===== config.mk =====
export PLATFORM = sky130hd
export DESIGN_NAME = serial_add_seq
export DESIGN_NICKNAME = d
export VERILOG_FILES = /design/src/rtl/serial_add_seq.sv
export SDC_FILE = /design/constraint.sdc
export NUM_CORES = 1
export LEC_CHECK = 0
export BUFFER_PORTS_ARGS = -buffer_cell sky130_fd_sc_hd__buf_4
export CAP_MARGIN = 20
export CORE_ASPECT_RATIO = 2
export CORE_UTILIZATION = 59
export DETAILED_ROUTE_END_ITERATION = 8
export PLACE_DENSITY = 0.85
export SYNTH_ARGS = -nofsm -noshare
export SYNTH_HDL_FRONTEND = slang
export SYNTH_SLANG_ARGS = --single-unit

===== constraint.sdc =====
create_clock -name clk -period 2.4 [get_ports clk]
set_input_delay 0.48 -clock clk [delete_from_list [all_inputs] [get_ports clk]]
set_output_delay 0.48 -clock clk [all_outputs]
set_load 0.03 [all_outputs]

===== src/rtl/serial_add_seq.sv =====
// Bit-serial adder sequencer: streams two WIDTH-bit operands LSB-first through
// one full-adder cell with a registered carry, then presents {cout, sum}.
module serial_add_seq #(
  parameter int WIDTH = 8,
  parameter int CNT_W = 4
) (
  input  logic             clk,
  input  logic             rst_n,
  input  logic             ena,
  input  logic             start,
  input  logic [WIDTH-1:0] a,
  input  logic [WIDTH-1:0] b,
  input  logic             cin,
  output logic             busy,
  output logic             done,
  output logic [WIDTH-1:0] sum,
  output logic             cout
);

  typedef enum logic [1:0] {IDLE, SHIFT, DONE} state_t;

  localparam logic [CNT_W-1:0] LAST = CNT_W'(WIDTH - 1);

  state_t           state_q, state_d;
  logic [WIDTH-1:0] a_sr_q, a_sr_d;
  logic [WIDTH-1:0] b_sr_q, b_sr_d;
  logic [WIDTH-1:0] s_sr_q, s_sr_d;
  logic [WIDTH-1:0] sum_q, sum_d;
  logic [CNT_W-1:0] cnt_q, cnt_d;
  logic             carry_q, carry_d;
  logic             cout_q, cout_d;
  logic             busy_q, busy_d;
  logic             done_q, done_d;
  logic             bit_s, carry_nxt;

  always_comb begin
    state_d   = state_q;
    a_sr_d    = a_sr_q;
    b_sr_d    = b_sr_q;
    s_sr_d    = s_sr_q;
    sum_d     = sum_q;
    cnt_d     = cnt_q;
    carry_d   = carry_q;
    cout_d    = cout_q;
    busy_d    = busy_q;
    done_d    = done_q;
    bit_s     = a_sr_q[0] ^ b_sr_q[0] ^ carry_q;
    carry_nxt = (a_sr_q[0] & b_sr_q[0]) | (carry_q & (a_sr_q[0] ^ b_sr_q[0]));

    // With ena low every register keeps its value, which also stretches done.
    if (ena) begin
      case (state_q)
        IDLE: begin
          if (start) begin
            a_sr_d  = a;
            b_sr_d  = b;
            carry_d = cin;
            cnt_d   = '0;
            state_d = SHIFT;
            busy_d  = 1'b1;
          end
        end
        SHIFT: begin
          a_sr_d  = a_sr_q >> 1;
          b_sr_d  = b_sr_q >> 1;
          s_sr_d  = {bit_s, s_sr_q[WIDTH-1:1]};
          carry_d = carry_nxt;
          cnt_d   = cnt_q + CNT_W'(1);
          if (cnt_q == LAST) begin
            // Final bit goes straight to the outputs, bypassing s_sr.
            sum_d   = {bit_s, s_sr_q[WIDTH-1:1]};
            cout_d  = carry_nxt;
            state_d = DONE;
            busy_d  = 1'b0;
            done_d  = 1'b1;
          end
        end
        DONE: begin
          state_d = IDLE;
          done_d  = 1'b0;
        end
        default: begin
          state_d = IDLE;
          busy_d  = 1'b0;
          done_d  = 1'b0;
        end
      endcase
    end
  end

  always_ff @(posedge clk or negedge rst_n) begin
    if (!rst_n) begin
      state_q <= IDLE;
      a_sr_q  <= '0;
      b_sr_q  <= '0;
      s_sr_q  <= '0;
      sum_q   <= '0;
      cnt_q   <= '0;
      carry_q <= 1'b0;
      cout_q  <= 1'b0;
      busy_q  <= 1'b0;
      done_q  <= 1'b0;
    end else begin
      state_q <= state_d;
      a_sr_q  <= a_sr_d;
      b_sr_q  <= b_sr_d;
      s_sr_q  <= s_sr_d;
      sum_q   <= sum_d;
      cnt_q   <= cnt_d;
      carry_q <= carry_d;
      cout_q  <= cout_d;
      busy_q  <= busy_d;
      done_q  <= done_d;
    end
  end

  assign busy = busy_q;
  assign done = done_q;
  assign sum  = sum_q;
  assign cout = cout_q;

endmodule


### After elaboration in Yosys (flattened, before gate mapping)

Cells that the tools add are included.

* bits in registers: 42
* logic and storage cells: 47
* output and inout bits: 11
* bits of input ports: 21

* equal/unequal tests: 5
* $add $sub $neg: 1
* mux-type cells: 16
* bitwise logic cells: 7
* reduce and logical (&&, ||, !) cells: 8

Operators by type and width (number)
* 8-bit one-hot mux with 2 select lines: 2
* 8-bit 2-to-1 mux: 2
* 3-bit AND reduction: 4
* 4-bit one-hot mux with 2 select lines: 1
* 4-bit by 1-bit adder with 4-bit output (second input constant): 1
* 4-bit by 3-bit equality test with 1-bit output (second input constant): 1
* 1-bit 2-to-1 mux: 4
* 2-bit 2-to-1 mux: 2
* 4-bit 2-to-1 mux: 1
* 2-bit != test (second input constant): 2
* 1-bit one-hot mux with 2 select lines: 2
* 2-bit one-hot mux with 2 select lines: 1
* 4-bit AND reduction: 1
* 1-bit one-hot mux with 3 select lines: 1
* 1-bit bitwise AND: 2
* 2-bit by 1-bit equality test with 1-bit output (second input constant): 1
* 2-bit equality test (second input constant): 1
* 2-bit zero test: 1
* 1-bit inverter: 2
* 2-bit AND reduction: 1
* 2-bit nonzero test: 1
* 1-bit bitwise XOR: 2
* 1-bit bitwise OR: 1

### Depth between registers and ports, before layout

Gate-level depths: netlist (run 1).

* depth after elaboration: 4
* gate-level depth with buffers: 6
* depth with buffers taken out: 4

### Worst setup path after synthesis (run 1)

Ideal clock, no wire load.

* kind: input to register
* start point: input port ena
* end point: register cnt_q[3]
* slack: 0.878 ns
* stages: 5
* data required time: 2.276 ns
* library setup time: 0.124 ns
* arrival time: 1.398 ns
* cells stage by stage: buf_2 -> nand2b_1 -> or2_1 -> buf_2 -> a211o_1

* longest elaborated chain between the ends: 1

Ends and longest elaborated chain
* start, declared: RTL line 9 `input logic ena,`
* 3-bit AND reduction (no source line)
* end signal, assigned: RTL line 109 `cnt_q <= cnt_d;`
* end, declared: RTL line 29 `logic [CNT_W-1:0] cnt_q, cnt_d;`

Every way passes these cells.
A chain may end at the register's enable or synchronous reset.

### Worst setup path in the final report (run 1)

* start point: register state_q[0]
* end point: register a_sr_q[3]

* longest elaborated chain between the ends: 3
* elaborated cells between the ends (all ways): 6
* classes of those cells: eq/ne: 2; mux: 1; reduce/logical: 3

Ends and longest elaborated chain
* start, declared: RTL line 24 `state_t state_q, state_d;`
* start signal, assigned: RTL line 104 `state_q <= state_d;`
* 2-bit by 1-bit equality test with 1-bit output or 2-bit zero test (tied branches): RTL line 52 `case (state_q)`
* 2-bit nonzero test (no source line) or 2-bit != test (tied branches)
* 3-bit AND reduction (no source line)
* end signal, assigned: RTL line 105 `a_sr_q <= a_sr_d;`
* end, declared: RTL line 25 `logic [WIDTH-1:0] a_sr_q, a_sr_d;`

Several ways; a longest one is shown, not always the timed one.

==> results.toml, run 1 <==
[run_status]
status = "finished clean"

[logic_synthesis]
avgSynthCellArea_um2 = 12.7
synth_compound_area_frac = 0.139
syn-cell-area_um2 = 1870
async_reset_ff_frac = 1.00
synthAdderAreaFrac = 0.0174
syn_nets = 170
synth_cells = 147
synthMuxAreaShare = 0.195
synth-xor-area-share = 0
synth_warnings = 0
synthDistinctLibCells = 31
synth_simple_gate_area_frac = 0.0583
synth_top_family_by_area = "multiplexers"
synth_seq_area_share = 0.549
synth_flop_cell = "dfrtp_1"
ys_ff_latch = 41
synth_edf_count = 0

[min_path]
hp-class = "in2async"

[clock_tree]
cts-resized-gates = 0
clk_latency_ns = 0.30
cts-root-buf = "clkbuf_8"
clkTransAtPathRegs_ns = 0.08
cts_htree_levels = 2
cts_buffers = 5
ctsHoldBuffers = 0
clkSinkCount = 41
cts_buffer_depth = 2
cts_tree = "built"
postCtsSetupBuffers = 0

[pwr]
power_density_nw_per_um2 = 1310
peakVddDrop_v = 0.000788
p_leak_nw = 1.09
total_power_mw = 2.91

[worst_setup_path]
path_class = "reg2reg"
cp_cell_sequence = "nor2_1 > or2_1 > o21ai_0"
startpoint_type = "flip-flop"
cp-endpoint = "a_sr_q[3]"
timing.rr.end = "a_sr_q[3]"
end_kind = "flip-flop"
slowest_delay_ns = 0.71
crit_required_ns = 2.54
r2r_cells = 3
cp_slowest_cell = "nor2_1"
cp_max_fo = 20
rrSetupSlack_ns = 0.35
cp.arrival_ns = 2.19
worstSetupStartpoint = "state_q[0]"
reg2reg_from = "state_q[0]"

[grt]
grt_pass1_vias = 1336
antenna_found_initial = 0
grt_pass1_wl_um = 6090
overflow = 0
grt_max_degree = 42
grt_usage = 0.240

[finish]
synthToLayoutAreaGrowth_pct = 18.9
fin_util = 0.746
finalNetCount = 201
drive_gt1_frac = 0.341
antenna_cells = 0

[sta]
slew_violations = 0
max_freq_mhz = 487
setup_violations = 0
hold_viol_final = 0
setup-tns-final_ns = 0
fin_crit_sh = 0.855
tightest_slew_ns = 0.921
hold_ws_ns = 0.147
rsz0062_at_grt = "false"
max-slew-margin-rel = 0.384
period_minus_slack_ns = 2.05
finClkSkew_ns = 0.00689

[detailed_routing]
routedWlPerCell_um = 17.6
first_pass_iters = 4
drt-total-wl_um = 3680
vias_per_cell = 6.07
ant_nets = 0
drt_iter0_drc = 50
via_count = 1268
drc = 0

[die]
fp.dieArea_um2 = 3410
floorplan.initialDensity = 0.627
die_w_um = 41.8
io_pins = 32
coreArea_um2 = 2980
die_h_um = 81.6
core.rowCount = 28

[placement]
routabilityCongestion = 0.744
io_buffer_count = 31
dpl.hpwl_um = 2570

[job]
maxCapViolCount = 0
cell usage in the layout, fill, tap and decap left out, drive strengths merged, types with 2 or more instances in the layout:
master and n:
and3 2, clkbuf 5, o21ai 38, dfrtp 41
a31oi 2, nand2b 5, mux2 16, bufinv 2
buf 34, mux2i 15
sequential cells by signal (all words and copies together), names as in the netlist:
signal   cells
state_q      2
b_sr_q       8
done         1
carry_q      1
a_sr_q       8
sum          8
busy         1
cout         1
s_sr_q       7
cnt_q        4
metrics by stage:
step | instance area [um^2] | cells | worst slack (ns)
6_report | 2220 | 209 | 0.349
5_1_grt | 2220 | 209 | 0.118
4_1_cts | 2220 | 209 | 0.354
3_5_place_dp | 2090 | 201 | 0.141
3_3_place_gp | 2090 | 201 | 0.237
2_1_floorplan | 1870 | 147 | 0.878
how the worst min path moves through the flow:
stage / startpoint / end / slack [ns] / cells past startpoint
finish: rst_n / state_q[0] / 0.15 / 1
global route: rst_n / s_sr_q[1] / 0.18 / 1
CTS: rst_n / sum[0] / 0.16 / 1
detailed placement: rst_n / sum[0] / 0.49 / 1
global placement: rst_n / busy / 0.48 / 1
floorplan: rst_n / a_sr_q[0] / 0.18 / 0
power by group:
group	internal (mW)	switching, mW
registers	0.986	0.196
logic	0.533	0.544
clock network	0.413	0.239
cells by family (layout without fill, tap and decap cells):
family | count (synthesis) | in the layout
adder cells (fa/ha/maj) | 2 | 2
buffers and inverters | 11 | 43
flip-flops | 41 | 41
AND/OR/NAND/NOR | 15 | 15
AO/OA/AOI/OAI | 47 | 47
multiplexers | 31 | 31
Yosys cell counts (2+ instances only):
master,instances,share of area
mux2_4,9,0.072
o21ai_0,38,0.10
clkbuf_1,4,0.0080
dfrtp_1,41,0.55
nand2b_1,5,0.017
mux2_2,7,0.042
buf_2,2,0.0054
mux2i_1,15,0.080
buf_6,3,0.018
a31oi_1,2,0.0067
metal layers:
| layer | vias up | routed length [um] | track usage |
|---|---|---|---|
| met5 | - | 0 | 0 |
| li1 | 587 | - | - |
| met1 | 641 | 1370 | 0.248 |
| met3 | 9 | 105 | 0.0484 |
| met2 | 31 | 2110 | 0.447 |
| met4 | 0 | 94 | 0.123 |
final cells by class:
class | instances | area, um^2
repair buffers | 34 | 255
multi-input cells | 95 | 764
flip-flops and latches | 41 | 1030
clock buffers | 5 | 68.8
clock inverters | 3 | 65.1
inverters | 1 | 3.75
well taps | 30 | 37.5
fillers | 185 | 757
worst max-delay path: cells and delay by family, from the launching register on:
family             cells  cell delay, ns
and+or+nand+nor        2            1.29
DFF                    1            0.38
AOI/OAI and AO/OA      1            0.22
No activity file was read; power rests on OpenSTA's default activity.
==> inputs of run 2 (changes only) <==
CORE_MARGIN = 4   (was unset)
CORE_UTILIZATION = 50   (was 59)
PLACE_DENSITY = 0.74   (was 0.85)
REMOVE_ABC_BUFFERS = 1   (was unset)
==> run 2 against run 1 <==
Compared with the run above: global-route usage shrank 8.1 points; cell area about the same; worst setup slack gained 0.16 ns; non-clock buffer count down 1; sequential power barely moved; die area is 42% higher; count of clock-buffer cells in the layout grew 2; register-to-register slack better by 0.16 ns; critical path depth is the same; via count fell by 3.3%.
==> results.toml, run 2 (synthesis gave the netlist of run 1 again) <==
[die]
floorplan.initialDensity = 0.518
io_pins = 32
coreArea_um2 = 3610
fp.dieArea_um2 = 4840
core.rowCount = 31
die_h_um = 94.4
die_w_um = 51.2

[sta]
hold_viol_final = 0
setup_violations = 0
slew_violations = 0
period_minus_slack_ns = 1.89
finClkSkew_ns = 0.00927
rsz0062_at_grt = "false"
setup_ws_ns = 0.508
max_freq_mhz = 528
tightest_slew_ns = 0.569
fin_crit_sh = 0.788
max-slew-margin-rel = 0.620
setup-tns-final_ns = 0
hold_ws_ns = 0.149

[pwr]
p_leak_nw = 1.07
p_switching_mw = 0.924
comb_power_share = 0.365
internal_power_mw = 1.85
p_clk_frac = 0.202
power_density_nw_per_um2 = 1250
total_power_mw = 2.77
p_sw_frac = 0.334
peakVddDrop_v = 0.000663
power_frac_seq = 0.432

[worst_setup_path]
end_kind = "flip-flop"
startpoint_type = "flip-flop"
r2r_cells = 3
cp_max_fo = 20
path_class = "reg2reg"
cp-endpoint = "carry_q"
cp.arrival_ns = 2.04
rrSetupSlack_ns = 0.51
reg2reg_from = "state_q[0]"
crit_required_ns = 2.55
worstSetupStartpoint = "state_q[0]"
timing.rr.end = "carry_q"

[clock_tree]
cts_tree = "built"
postCtsSetupBuffers = 0
clk_latency_ns = 0.29
ctsHoldBuffers = 0
cts-root-buf = "clkbuf_8"
cts-resized-gates = 0
cts_buffers = 5
clkTransAtPathRegs_ns = 0.08
cts_htree_levels = 2
cts_buffer_depth = 2
clkSinkCount = 41

[placement]
dpl.hpwl_um = 2430
dp_slack_ns = 0.132
routabilityCongestion = 0.703
io_buffer_count = 31

[detailed_routing]
drt_iter0_drc = 14
drc = 0
drt-total-wl_um = 3320
via_count = 1226
routedWlPerCell_um = 14.6
vias_per_cell = 5.40
first_pass_iters = 3
ant_nets = 0

[run_status]
status = "finished clean"

[grt]
grt_max_degree = 42
grt_pass1_vias = 1350
grt_pass1_wl_um = 5850
overflow = 0
antenna_found_initial = 0
grt_usage = 0.159

[finish]
antenna_cells = 0
mostFrequentLayoutCell = "dfrtp_1"
synthToLayoutAreaGrowth_pct = 19.0
finalNetCount = 200
drive_gt1_frac = 0.337
final_cell_mix = "dfrtp_1, o21ai_0, buf_4, mux2i_1, mux2_4"
fin_util = 0.616

[min_path]
hp-class = "in2async"

[job]
maxCapViolCount = 0
[run 2: per-stage QoR]
stage	cells	area, um^2
2_1_floorplan	137	1790
3_3_place_gp	219	2100
3_5_place_dp	219	2100
4_1_cts	227	2220
5_1_grt	227	2220
6_report	227	2220
[run 2: per-layer routing]
| layer | share of wire | up-vias | track usage |
|---|---|---|---|
| li1 | - | 587 | - |
| met1 | 0.38 | 608 | 0.163 |
| met2 | 0.56 | 25 | 0.298 |
| met3 | 0.041 | 6 | 0.0427 |
| met4 | 0.019 | 0 | 0.0591 |
| met5 | 0 | - | 0 |
[run 2: how the worst min path moves through the flow]
stage                 end  slack (ns)  cells past startpoint
2_1_floorplan   a_sr_q[0]        0.18                      0
3_3_place_gp   state_q[1]        0.48                      1
3_5_place_dp         done        0.48                      1
4_1_cts          cnt_q[2]        0.17                      1
5_1_grt              busy        0.19                      1
6_report             busy        0.15                      1
[run 2: worst max-delay path: stages, from the launching register on]
cell,delay (ns)
dfrtp_1,0.50
nor2_2,0.51
or2_1,0.53
o21ai_0,0.20
[run 2: final cells by class]
cell class / count / area, um^2
Fill cell: 302 / 1390
Sequential cell: 41 / 1030
Multi-Input combinational cell: 95 / 767
Timing Repair Buffer: 33 / 248
Clock buffer: 7 / 86.3
Tap cell: 49 / 61.3
Clock inverter: 1 / 30.0
Inverter: 1 / 3.75
[run 2: power by group through the flow]
| stage | combinational, mW | clock [mW] | sequential (mW) |
|---|---|---|---|
| after floorplan | 0.603 | 0 | 1.29 |
| final | 1.01 | 0.561 | 1.20 |
| after global routing | 1.13 | 0.613 | 1.24 |
| after global placement | 0.991 | 0 | 1.18 |
| after detailed placement | 1.03 | 0 | 1.21 |
| after CTS | 1.03 | 0.577 | 1.20 |
